## src/rtl/mem_access_stage.sv

```systemverilog
// MEM stage: issues loads/stores to a variable-latency data memory over req/ready,
// extends load data, selects the writeback value and stalls the pipe while waiting.
module mem_access_stage #(
    parameter int unsigned TIMEOUT_CYCLES = 16,
    parameter logic [31:0] NOP_INST       = 32'h00000013
) (
    input  logic        clk,
    input  logic        reset,
    input  logic        ex_valid,
    input  logic [31:0] inst_ex_mem,
    input  logic [31:0] alu_result,
    input  logic [31:0] store_data,
    input  logic [4:0]  rd_addr,
    input  logic        rd_we,
    input  logic        mem_read,
    input  logic        mem_write,
    input  logic [2:0]  funct3,
    output logic        dmem_req,
    output logic        dmem_we,
    output logic [31:0] dmem_addr,
    output logic [31:0] dmem_wdata,
    output logic [3:0]  dmem_be,
    input  logic [31:0] dmem_rdata,
    input  logic        dmem_ready,
    output logic [31:0] mem_data_mem,
    output logic [4:0]  mem_addr_mem,
    output logic        mem_we_mem,
    output logic [31:0] inst_mem_wb,
    output logic        mem_stall,
    output logic        mem_fault
);

    localparam int unsigned       CNT_W     = $clog2(TIMEOUT_CYCLES + 1);
    localparam logic [CNT_W-1:0]  CNT_LIMIT = CNT_W'(TIMEOUT_CYCLES);

    typedef enum logic {IDLE, WAIT} state_t;

    state_t           state_q, state_d;
    logic [CNT_W-1:0] cnt_q, cnt_d;
    logic [31:0]      addr_q, wdata_q;
    logic [3:0]       be_q;
    logic             we_q;
    logic [2:0]       f3_q;
    logic [1:0]       off_q;
    logic             latch_en;

    logic             is_store, is_load, f3_legal, misaligned, req_ok;
    logic [3:0]       be_c;
    logic [31:0]      wdata_c;

    function automatic logic [31:0] load_ext(input logic [31:0] rdata,
                                             input logic [2:0]  f3,
                                             input logic [1:0]  off);
        logic [31:0] s;
        s = rdata >> {off, 3'b000};
        case (f3)
            3'b000:  return {{24{s[7]}}, s[7:0]};
            3'b001:  return {{16{s[15]}}, s[15:0]};
            3'b100:  return {24'd0, s[7:0]};
            3'b101:  return {16'd0, s[15:0]};
            default: return rdata;
        endcase
    endfunction

    always_comb begin
        is_store = ex_valid & mem_write;
        is_load  = ex_valid & mem_read & ~mem_write;
        if (is_store) f3_legal = ~funct3[2] & (funct3[1:0] != 2'b11);
        else          f3_legal = funct3 inside {3'b000, 3'b001, 3'b010, 3'b100, 3'b101};
        case (funct3[1:0])
            2'b01:   misaligned = alu_result[0];
            2'b10:   misaligned = |alu_result[1:0];
            default: misaligned = 1'b0;
        endcase
        req_ok = (is_store | is_load) & f3_legal & ~misaligned;
        case (funct3[1:0])
            2'b00: begin
                be_c    = 4'b0001 << alu_result[1:0];
                wdata_c = {4{store_data[7:0]}};
            end
            2'b01: begin
                be_c    = 4'b0011 << alu_result[1:0];
                wdata_c = {2{store_data[15:0]}};
            end
            default: begin
                be_c    = 4'b1111;
                wdata_c = store_data;
            end
        endcase
    end

    always_comb begin
        state_d      = state_q;
        cnt_d        = cnt_q;
        latch_en     = 1'b0;
        dmem_req     = 1'b0;
        dmem_we      = 1'b0;
        dmem_addr    = '0;
        dmem_wdata   = '0;
        dmem_be      = '0;
        mem_data_mem = '0;
        mem_addr_mem = '0;
        mem_we_mem   = 1'b0;
        inst_mem_wb  = NOP_INST;
        mem_stall    = 1'b0;
        mem_fault    = 1'b0;
        case (state_q)
            IDLE: begin
                if (ex_valid) begin
                    if (is_store | is_load) begin
                        if (!req_ok) begin
                            mem_fault = 1'b1;
                        end else begin
                            dmem_req   = 1'b1;
                            dmem_we    = is_store;
                            dmem_addr  = {alu_result[31:2], 2'b00};
                            dmem_wdata = wdata_c;
                            dmem_be    = be_c;
                            latch_en   = 1'b1;
                            if (dmem_ready) begin
                                mem_addr_mem = rd_addr;
                                inst_mem_wb  = inst_ex_mem;
                                if (is_load) begin
                                    mem_data_mem = load_ext(dmem_rdata, funct3, alu_result[1:0]);
                                    mem_we_mem   = rd_we;
                                end
                            end else begin
                                mem_stall = 1'b1;
                                state_d   = WAIT;
                                cnt_d     = CNT_W'(1);
                            end
                        end
                    end else begin
                        mem_data_mem = alu_result;
                        mem_addr_mem = rd_addr;
                        mem_we_mem   = rd_we;
                        inst_mem_wb  = inst_ex_mem;
                    end
                end
            end
            WAIT: begin
                // Request held from the latches so the memory sees a stable access
                dmem_req   = 1'b1;
                dmem_we    = we_q;
                dmem_addr  = addr_q;
                dmem_wdata = wdata_q;
                dmem_be    = be_q;
                if (dmem_ready) begin
                    mem_addr_mem = rd_addr;
                    inst_mem_wb  = inst_ex_mem;
                    if (!we_q) begin
                        mem_data_mem = load_ext(dmem_rdata, f3_q, off_q);
                        mem_we_mem   = rd_we;
                    end
                    state_d = IDLE;
                    cnt_d   = '0;
                end else if (cnt_q == CNT_LIMIT) begin
                    mem_fault = 1'b1;
                    state_d   = IDLE;
                    cnt_d     = '0;
                end else begin
                    mem_stall = 1'b1;
                    cnt_d     = cnt_q + CNT_W'(1);
                end
            end
            default: state_d = IDLE;
        endcase
        if (!reset) begin
            dmem_req     = 1'b0;
            dmem_we      = 1'b0;
            dmem_addr    = '0;
            dmem_wdata   = '0;
            dmem_be      = '0;
            mem_data_mem = '0;
            mem_addr_mem = '0;
            mem_we_mem   = 1'b0;
            inst_mem_wb  = '0;
            mem_stall    = 1'b0;
            mem_fault    = 1'b0;
        end
    end

    always_ff @(posedge clk or negedge reset) begin
        if (!reset) begin
            state_q <= IDLE;
            cnt_q   <= '0;
            addr_q  <= '0;
            wdata_q <= '0;
            be_q    <= '0;
            we_q    <= 1'b0;
            f3_q    <= '0;
            off_q   <= '0;
        end else begin
            state_q <= state_d;
            cnt_q   <= cnt_d;
            if (latch_en) begin
                addr_q  <= {alu_result[31:2], 2'b00};
                wdata_q <= wdata_c;
                be_q    <= be_c;
                we_q    <= is_store;
                f3_q    <= funct3;
                off_q   <= alu_result[1:0];
            end
        end
    end

endmodule

```

## config.mk

```make
export PLATFORM = sky130hd
export DESIGN_NAME = mem_access_stage
export DESIGN_NICKNAME = d
export VERILOG_FILES = /design/src/rtl/mem_access_stage.sv
export SDC_FILE = /design/constraint.sdc
export NUM_CORES = 1
export LEC_CHECK = 0
export ABC_CLOCK_PERIOD_IN_PS = 2400
export CAP_MARGIN = 15
export CORE_UTILIZATION = 44
export CTS_CLUSTER_DIAMETER = 30
export DETAILED_ROUTE_END_ITERATION = 7
export MAX_ROUTING_LAYER = met4
export PLACE_DENSITY = 0.91
export REMOVE_ABC_BUFFERS = 1
export SLEW_MARGIN = 20
export SYNTH_ARGS = -nofsm -noshare
export SYNTH_HDL_FRONTEND = slang
export SYNTH_SLANG_ARGS = --single-unit
export TNS_END_PERCENT = 10
```

## constraint.sdc

```tcl
create_clock -name clk -period 2.4 [get_ports clk]
set_clock_uncertainty 0.2 [all_clocks]
set_input_delay 0.24 -clock clk [delete_from_list [all_inputs] [get_ports clk]]
set_output_delay 0.24 -clock clk [all_outputs]
set_load 0.005 [all_outputs]
```

* Word-level counts from Yosys, hierarchy flattened
Cells that the tools add are included.
** Word-level totals
- Memories kept :: 0
- Logic and storage cells :: 129
- Memory bits (read-only) :: 0
- RAM bits :: 0
- Latch bits :: 0
- Output and inout bits :: 142
- Bits in registers :: 78
** Cells by class
- Shifts and indexed selects :: 4
- Bitwise gates (word level) :: 11
- Div/mod/pow operators :: 0
- Multiply operators :: 0
- Magnitude comparators :: 0
- Muxes and demuxes :: 84
- Reductions and logical operators :: 6
- Eq/ne operators :: 15
- $add $sub $neg :: 1
** Operators with widths (count)
- $mux 32 :: 21
- $pmux 32 s2 :: 5
- $pmux 32 s4 :: 2
- $shr 32x5->16 :: 2
- $mux 5 :: 11
- $mux 1 :: 31
- $pmux 5 s2 :: 2
- $mux 4 :: 4
- $pmux 4 s2 :: 2
- $eq 3x3->1 const B :: 4
- $pmux 1 s2 :: 6
- $ne 2x2->1 const B :: 5
- $and 1x1->1 :: 6
- $eq 3x1->1 const B :: 2
- $logic_not 3->1 :: 2
- $add 5x1->5 const B :: 1
- $eq 5x5->1 const B :: 1
- $reduce_bool 5->1 :: 1
- $not 1->1 :: 4
- $reduce_and 4->1 :: 1
- $shl 1x2->4 const A :: 1
- $shl 2x2->4 const A :: 1
- $eq 3x2->1 const B :: 1
- $eq 2x1->1 const B :: 1
- 4 further kinds :: 4

* Logic depth before layout (Yosys ltp)
- Depth in word-level cells :: 10
- Depth in mapped cells :: 10

* Worst setup path before layout
No wires, ideal clock.
- Kind :: input to output
- Start point :: in funct3[1]
- End point :: out dmem_be[0]
- Arrival :: 1.871 ns
- Cell stages on the path :: 8
- Required time :: 1.960 ns
- Path buffers :: 1
- Slack :: 0.089 ns
- Cells stage by stage :: inv_1 > ha_1 > o211ai_1 > nand2_1 > nor4_4 > buf_6 > nand2_1 > a21oi_1
** On the way
- Cells in the longest elaborated chain, start to end :: 10
- Elaborated cells between the ends (all ways) :: 22
- Classes of those cells :: eq/ne: 7; mux: 8; bitwise: 4; reduce/logical: 3
** Ends and longest elaborated chain
- start: declaration :: RTL line 17 : input logic [2:0] funct3,
- $eq 3x1->1, or another cell as far along :: RTL line 69 : else f3_legal = funct3 inside {3'b000, 3'b001, 3'b010, 3'b100, 3'b101};
- $reduce_bool 5->1 or $and 1x1->1 (tied branches) :: RTL line 69, 68
- $mux 1 :: RTL line 68 : if (is_store) f3_legal = ~funct3[2] & (funct3[1:0] != 2'b11);
- $and 1x1->1 (2 in series) :: RTL line 75 : req_ok = (is_store | is_load) & f3_legal & ~misaligned;
- $mux 4 * :: RTL line 111 : if (!req_ok) begin
- $mux 4 * :: RTL line 110 : if (is_store | is_load) begin
- $mux 4 * :: RTL line 109 : if (ex_valid) begin
- $pmux 4 s2 * :: RTL line 107 : case (state_q)
- $mux 4 * :: RTL line 168 : if (!reset) begin
- end: declaration :: RTL line 22 : output logic [3:0] dmem_be,
Mark *: on every way between the ends. The rest lies on a longest branch, timed or not.

* Worst setup path after layout
- Start point :: in funct3[0]
- End point :: out mem_data_mem[15]
** On the way
- Cells in the longest elaborated chain, start to end :: 10
- Elaborated cells between the ends (all ways) :: 23
- Classes of those cells :: eq/ne: 7; mux: 10; bitwise: 4; reduce/logical: 2
** Ends and longest elaborated chain
- $eq 3x1->1, or another cell as far along :: RTL line 56, 69
- $reduce_bool 5->1 or $and 1x1->1 (tied branches) :: RTL line 69, 68
- $mux 1 :: RTL line 68
- $and 1x1->1 (2 in series) :: RTL line 75
- $mux 32 * :: RTL line 111
- $mux 32 * :: RTL line 110
- $mux 32 * :: RTL line 109
- $pmux 32 s2 * :: RTL line 107
- $mux 32 * :: RTL line 168
- end: declaration :: RTL line 25 : output logic [31:0] mem_data_mem,
Marks and branches as above.

==> report_table.html <==
<table>
<tr><th>Metric</th><th>Value</th></tr>
<tr><th colspan="2">Global route</th></tr>
<tr><td>Pin count of the biggest net entering global routing</td><td>76</td></tr>
<tr><td>Wire length of the first global-routing pass</td><td>46,300 um</td></tr>
<tr><td>Number of global-route vias before repair</td><td>8,979</td></tr>
<tr><td>GRT Total Usage</td><td>0.407</td></tr>
<tr><td>Total grt overflow</td><td>0</td></tr>
<tr><td>Antenna violations before repair</td><td>0</td></tr>
<tr><th colspan="2">Timing</th></tr>
<tr><td>Setup slack of the critical path after layout</td><td>-0.417 ns</td></tr>
<tr><td>Least-Margin Pin Slew</td><td>0.660 ns</td></tr>
<tr><td>Count of endpoints failing setup in the final report</td><td>135</td></tr>
<tr><td>Time the worst path needs with I/O delays and setup</td><td>2.82 ns</td></tr>
<tr><td>Final Hold Fails</td><td>0</td></tr>
<tr><td>Final worst-path cycle share</td><td>1.17</td></tr>
<tr><td>Rel. slew slack</td><td>0.560</td></tr>
<tr><td>Setup TNS</td><td>-29.18 ns</td></tr>
<tr><td>Max Fclk</td><td>355 MHz</td></tr>
<tr><td>Setup repair after global routing missed its margin</td><td>yes</td></tr>
<tr><td>Slew Limit Fails</td><td>0</td></tr>
<tr><th colspan="2">Critical path</th></tr>
<tr><td>Launch point of the worst path</td><td>funct3[0]</td></tr>
<tr><td>Required time of the critical path</td><td>1.96 ns</td></tr>
<tr><td>WP data arrival</td><td>2.38 ns</td></tr>
<tr><td>CP max FO</td><td>4</td></tr>
<tr><td>Kind of launch point of the worst setup path</td><td>primary input</td></tr>
<tr><td>R2R Setup Slk</td><td>0.03 ns</td></tr>
<tr><td>Number of cells on the worst reg-to-reg path</td><td>6</td></tr>
<tr><td>Critical R2R Launch</td><td>state_q$_DFF_PN0_</td></tr>
<tr><td>Endpoint kind of the worst setup timing path</td><td>primary output</td></tr>
<tr><td>Worst flop-to-flop path endpoint</td><td>addr_q[20]$_DFFE_PN0P_</td></tr>
<tr><td>CP Class</td><td>in2out</td></tr>
<tr><th colspan="2">Run</th></tr>
<tr><td>Max-capacitance violation count</td><td>0</td></tr>
<tr><th colspan="2">Die</th></tr>
<tr><td>Die Outline Area</td><td>15,400 um2</td></tr>
<tr><td>Core footprint</td><td>14,500 um2</td></tr>
<tr><td># IOs</td><td>285</td></tr>
<tr><td>Initial standard-cell utilization of the core</td><td>0.451</td></tr>
<tr><td>Row count</td><td>44</td></tr>
<tr><td>Y dimension of the die</td><td>124 um</td></tr>
<tr><td>Die Width</td><td>124 um</td></tr>
<tr><th colspan="2">CTS</th></tr>
<tr><td>Register clock-pin slew on the reported worst setup and hold paths</td><td>0.07 ns</td></tr>
<tr><td>Root buf cell</td><td>sky130_fd_sc_hd__clkbuf_16</td></tr>
<tr><td>CTS tree</td><td>built</td></tr>
<tr><td>Number of levels in the clock H-tree</td><td>3</td></tr>
<tr><td>Number of buffers on the longest clock path</td><td>2</td></tr>
<tr><td>Clock latency on the worst-skew pair</td><td>0.36 ns</td></tr>
<tr><td>Number of buffers inserted during clock tree synthesis</td><td>9</td></tr>
<tr><td>Sink count of the clock tree</td><td>78</td></tr>
<tr><th colspan="2">Synthesis</th></tr>
<tr><td>Avg Synthesized Cell Area</td><td>6.98 um2</td></tr>
<tr><td>FFs w/ async S/R, synth</td><td>1.00</td></tr>
<tr><td>Fraction of the mapped netlist area in simple logic gates</td><td>0.314</td></tr>
<tr><td>Synthesized netlist cell count</td><td>939</td></tr>
<tr><td>Adder and majority cell fraction of the synthesized area</td><td>0.0115</td></tr>
<tr><td>Synth Area in Compound Gates</td><td>0.260</td></tr>
<tr><td>Share of synthesized area spent on multiplexers</td><td>0.0393</td></tr>
<tr><td>Syn. warnings</td><td>0</td></tr>
<tr><td>Xor/xnor cell area share of the yosys netlist</td><td>0.00267</td></tr>
<tr><td>Cell variety after synth</td><td>53</td></tr>
<tr><td>Fraction of synthesized cell area taken by the top area cell type</td><td>0.298</td></tr>
<tr><td>Library cell with the largest summed area after synthesis</td><td>sky130_fd_sc_hd__dfrtp_1</td></tr>
<tr><td>Main combinational cell family by area after synthesis</td><td>simple AND/OR/NAND/NOR gates</td></tr>
<tr><td>Prevailing post-synth register cell</td><td>sky130_fd_sc_hd__dfrtp_1</td></tr>
<tr><td>Flops &amp; latches, synth</td><td>78</td></tr>
<tr><td>Biggest area contributors in the synthesized netlist</td><td>sky130_fd_sc_hd__dfrtp_1 (30%), sky130_fd_sc_hd__nand2_1 (19%), sky130_fd_sc_hd__a21oi_1 (8.6%)</td></tr>
<tr><td>Sequential cell area fraction in the yosys report</td><td>0.298</td></tr>
<tr><td>Area of the mapped netlist</td><td>6560 um2</td></tr>
<tr><td>Number of enable-type register cells in the synthesized netlist</td><td>0</td></tr>
<tr><th colspan="2">Cells and area</th></tr>
<tr><td>Commonest non-fill, non-tap cells in the layout</td><td>sky130_fd_sc_hd__nand2_1 (287), sky130_fd_sc_hd__buf_4 (138), sky130_fd_sc_hd__clkdlybuf4s50_1 (131)</td></tr>
<tr><td>Nets@finish</td><td>1,491</td></tr>
<tr><td>Total inserted antenna cells</td><td>0</td></tr>
<tr><td>Fill cell count</td><td>937</td></tr>
<tr><td>Synth-to-Final Area Change</td><td>76.5%</td></tr>
<tr><td>Leading cell type in the layout, fill and taps excluded</td><td>sky130_fd_sc_hd__nand2_1</td></tr>
<tr><td>Post-route cell area</td><td>11,600 um2</td></tr>
<tr><td>Share of the core filled with cells</td><td>0.796</td></tr>
<tr><td>Finished Layout Cells</td><td>1,531</td></tr>
<tr><td>Share of layout cells above drive strength 1</td><td>0.348</td></tr>
<tr><th colspan="2">Min path</th></tr>
<tr><td>Cell depth of the worst hold path</td><td>3</td></tr>
<tr><td>Class of the most critical hold timing path</td><td>in2reg</td></tr>
<tr><td>Critical hold path startpoint</td><td>funct3[1]</td></tr>
<tr><td>Endpoint, Worst Hold</td><td>f3_q[1]$_DFFE_PN0P_</td></tr>
<tr><th colspan="2">Detailed routing</th></tr>
<tr><td>Routed wirelength normalized by instance count</td><td>20.7 um</td></tr>
<tr><td>Total number of vias</td><td>9,281</td></tr>
<tr><td>Number of remaining DRC errors</td><td>0</td></tr>
<tr><td>Number of vias per cell</td><td>6.06</td></tr>
<tr><td>Final antenna-violating net count</td><td>0</td></tr>
<tr><td>Wire length after detailed routing</td><td>31,700 um</td></tr>
<tr><td>Number of DRC markers in iteration 0</td><td>1,035</td></tr>
<tr><td>Pre-Repair DR Iteration Count</td><td>7</td></tr>
<tr><th colspan="2">Pwr</th></tr>
<tr><td>Leakage component of the power</td><td>5.47 nW</td></tr>
<tr><td>Power per cell area</td><td>495 nW/um2</td></tr>
<tr><td>Maximum vdd ir drop</td><td>0.384 mV</td></tr>
<tr><th colspan="2">Placed design</th></tr>
<tr><td>Area after DPL</td><td>10,400 um2</td></tr>
<tr><td>Count of input and output buffers</td><td>282</td></tr>
<tr><td>Number of cells after detailed placement</td><td>1,463</td></tr>
<tr><td>Final estimated routing congestion in global placement</td><td>0.984</td></tr>
<tr><td>Hpwl dp</td><td>20,100 um</td></tr>
<tr><th colspan="2">Run status</th></tr>
<tr><td>Violations in the final reports</td><td>negative setup slack</td></tr>
<tr><td>Result of the run</td><td>complete, but fails checks</td></tr>
</table>
final cells by class:
type / instances / area [um2] / area share
tap: 184 / 230 / 0.0199
timing repair buffer: 469 / 4260 / 0.368
sequential: 78 / 1950 / 0.169
clock inverter: 7 / 78.8 / 0.00681
multi-input combinational: 765 / 4740 / 0.410
clock buffer: 9 / 225 / 0.0195
inverter: 19 / 82.6 / 0.00714
Yosys cell counts, drive strengths merged (6+ instances only):
master and number:
nand3 24, o21bai 7, mux2 10, and2 38
o21ai 27, a22o 9, o211ai 16, nor2 33
clkbuf 36, o221ai 8, nand2 328, a21oi 114
nand2b 9, nor2b 12, nor3 10, o22ai 12
inv 19, a22oi 8, a2111oi 9, dfrtp 78
mux2i 10, ha 6, a21o 18, buf 39
a221oi 26
layer usage:
metal / GRT usage / wire length, um
met5: - / 0
met2: 0.660 / 15400
met4: 0.276 / 2160
met3: 0.0719 / 2700
met1: 0.457 / 11400
worst max path at each step:
| stage | end | slack [ns] | depth (start not counted) |
|---|---|---|---|
| after global placement | mem_stall | -1.16 | 11 |
| final | mem_data_mem[15] | -0.42 | 14 |
| after floorplan | dmem_be[1] | -1.72 | 3 |
| after CTS | mem_data_mem[28] | -0.34 | 8 |
| after global routing | mem_data_mem[29] | -0.49 | 8 |
| after detailed placement | mem_stall | -1.22 | 11 |
flip-flops by register name, summed over array words and instances, names as in the netlist:
name	flops
addr_q	30
be_q	4
cnt_q	5
f3_q	3
off_q	2
state_q	1
wdata_q	32
we_q	1
power breakdown:
group | internal (W) | leakage [nW] | switching (W)
Sequential | 0.00166 | 0.978 | 0.000231
Clock | 0.000820 | 0.151 | 0.000653
Combinational | 0.00113 | 4.34 | 0.00123
Total | 0.00361 | 5.47 | 0.00211
cells by family after synthesis:
group | Yosys count
and+or+nand+nor | 471
AOI/OAI and AO/OA | 262
buffers and inverters | 97
DFF | 78
muxes | 22
adders and majority gates | 6
xor gates and xnor gates | 2
other | 1
metrics by stage:
step | hold slack, ns | setup slack [ns] | power (W)
floorplan | -0.256 | -1.72 | 0.00276
CTS | 0.00898 | -0.339 | 0.00550
finish | 0.0186 | -0.417 | 0.00572
global route | 0.0359 | -0.488 | 0.00597
global placement | 0.0426 | -1.16 | 0.00379
detailed placement | 0.0395 | -1.22 | 0.00388
worst max-delay path: stages:
cell                       delay (ns)
sky130_fd_sc_hd__buf_12          0.11
sky130_fd_sc_hd__inv_6           0.06
sky130_fd_sc_hd__ha_4            0.20
sky130_fd_sc_hd__nand3_1         0.11
sky130_fd_sc_hd__nand2_2         0.08
sky130_fd_sc_hd__buf_6           0.13
sky130_fd_sc_hd__nor4_4          0.26
sky130_fd_sc_hd__buf_4           0.17
sky130_fd_sc_hd__buf_6           0.12
sky130_fd_sc_hd__buf_12          0.11
sky130_fd_sc_hd__nand3_4         0.11
sky130_fd_sc_hd__o211ai_1        0.38
sky130_fd_sc_hd__buf_4           0.19
sky130_fd_sc_hd__buf_6           0.09
repair_timing:
| item | in CTS | in global routing |
|---|---|---|
| setup endpoints to repair | 210 | 192 |
| gates resized for setup | 539 | 142 |
| pin swaps | 42 | 28 |
| cloned | 8 | 1 |
| hold endpoints to repair | 79 | 0 |
| setup buffers | 27 | 15 |
| hold buffers | 2 | 0 |
(Power assumes the default switching activity.)
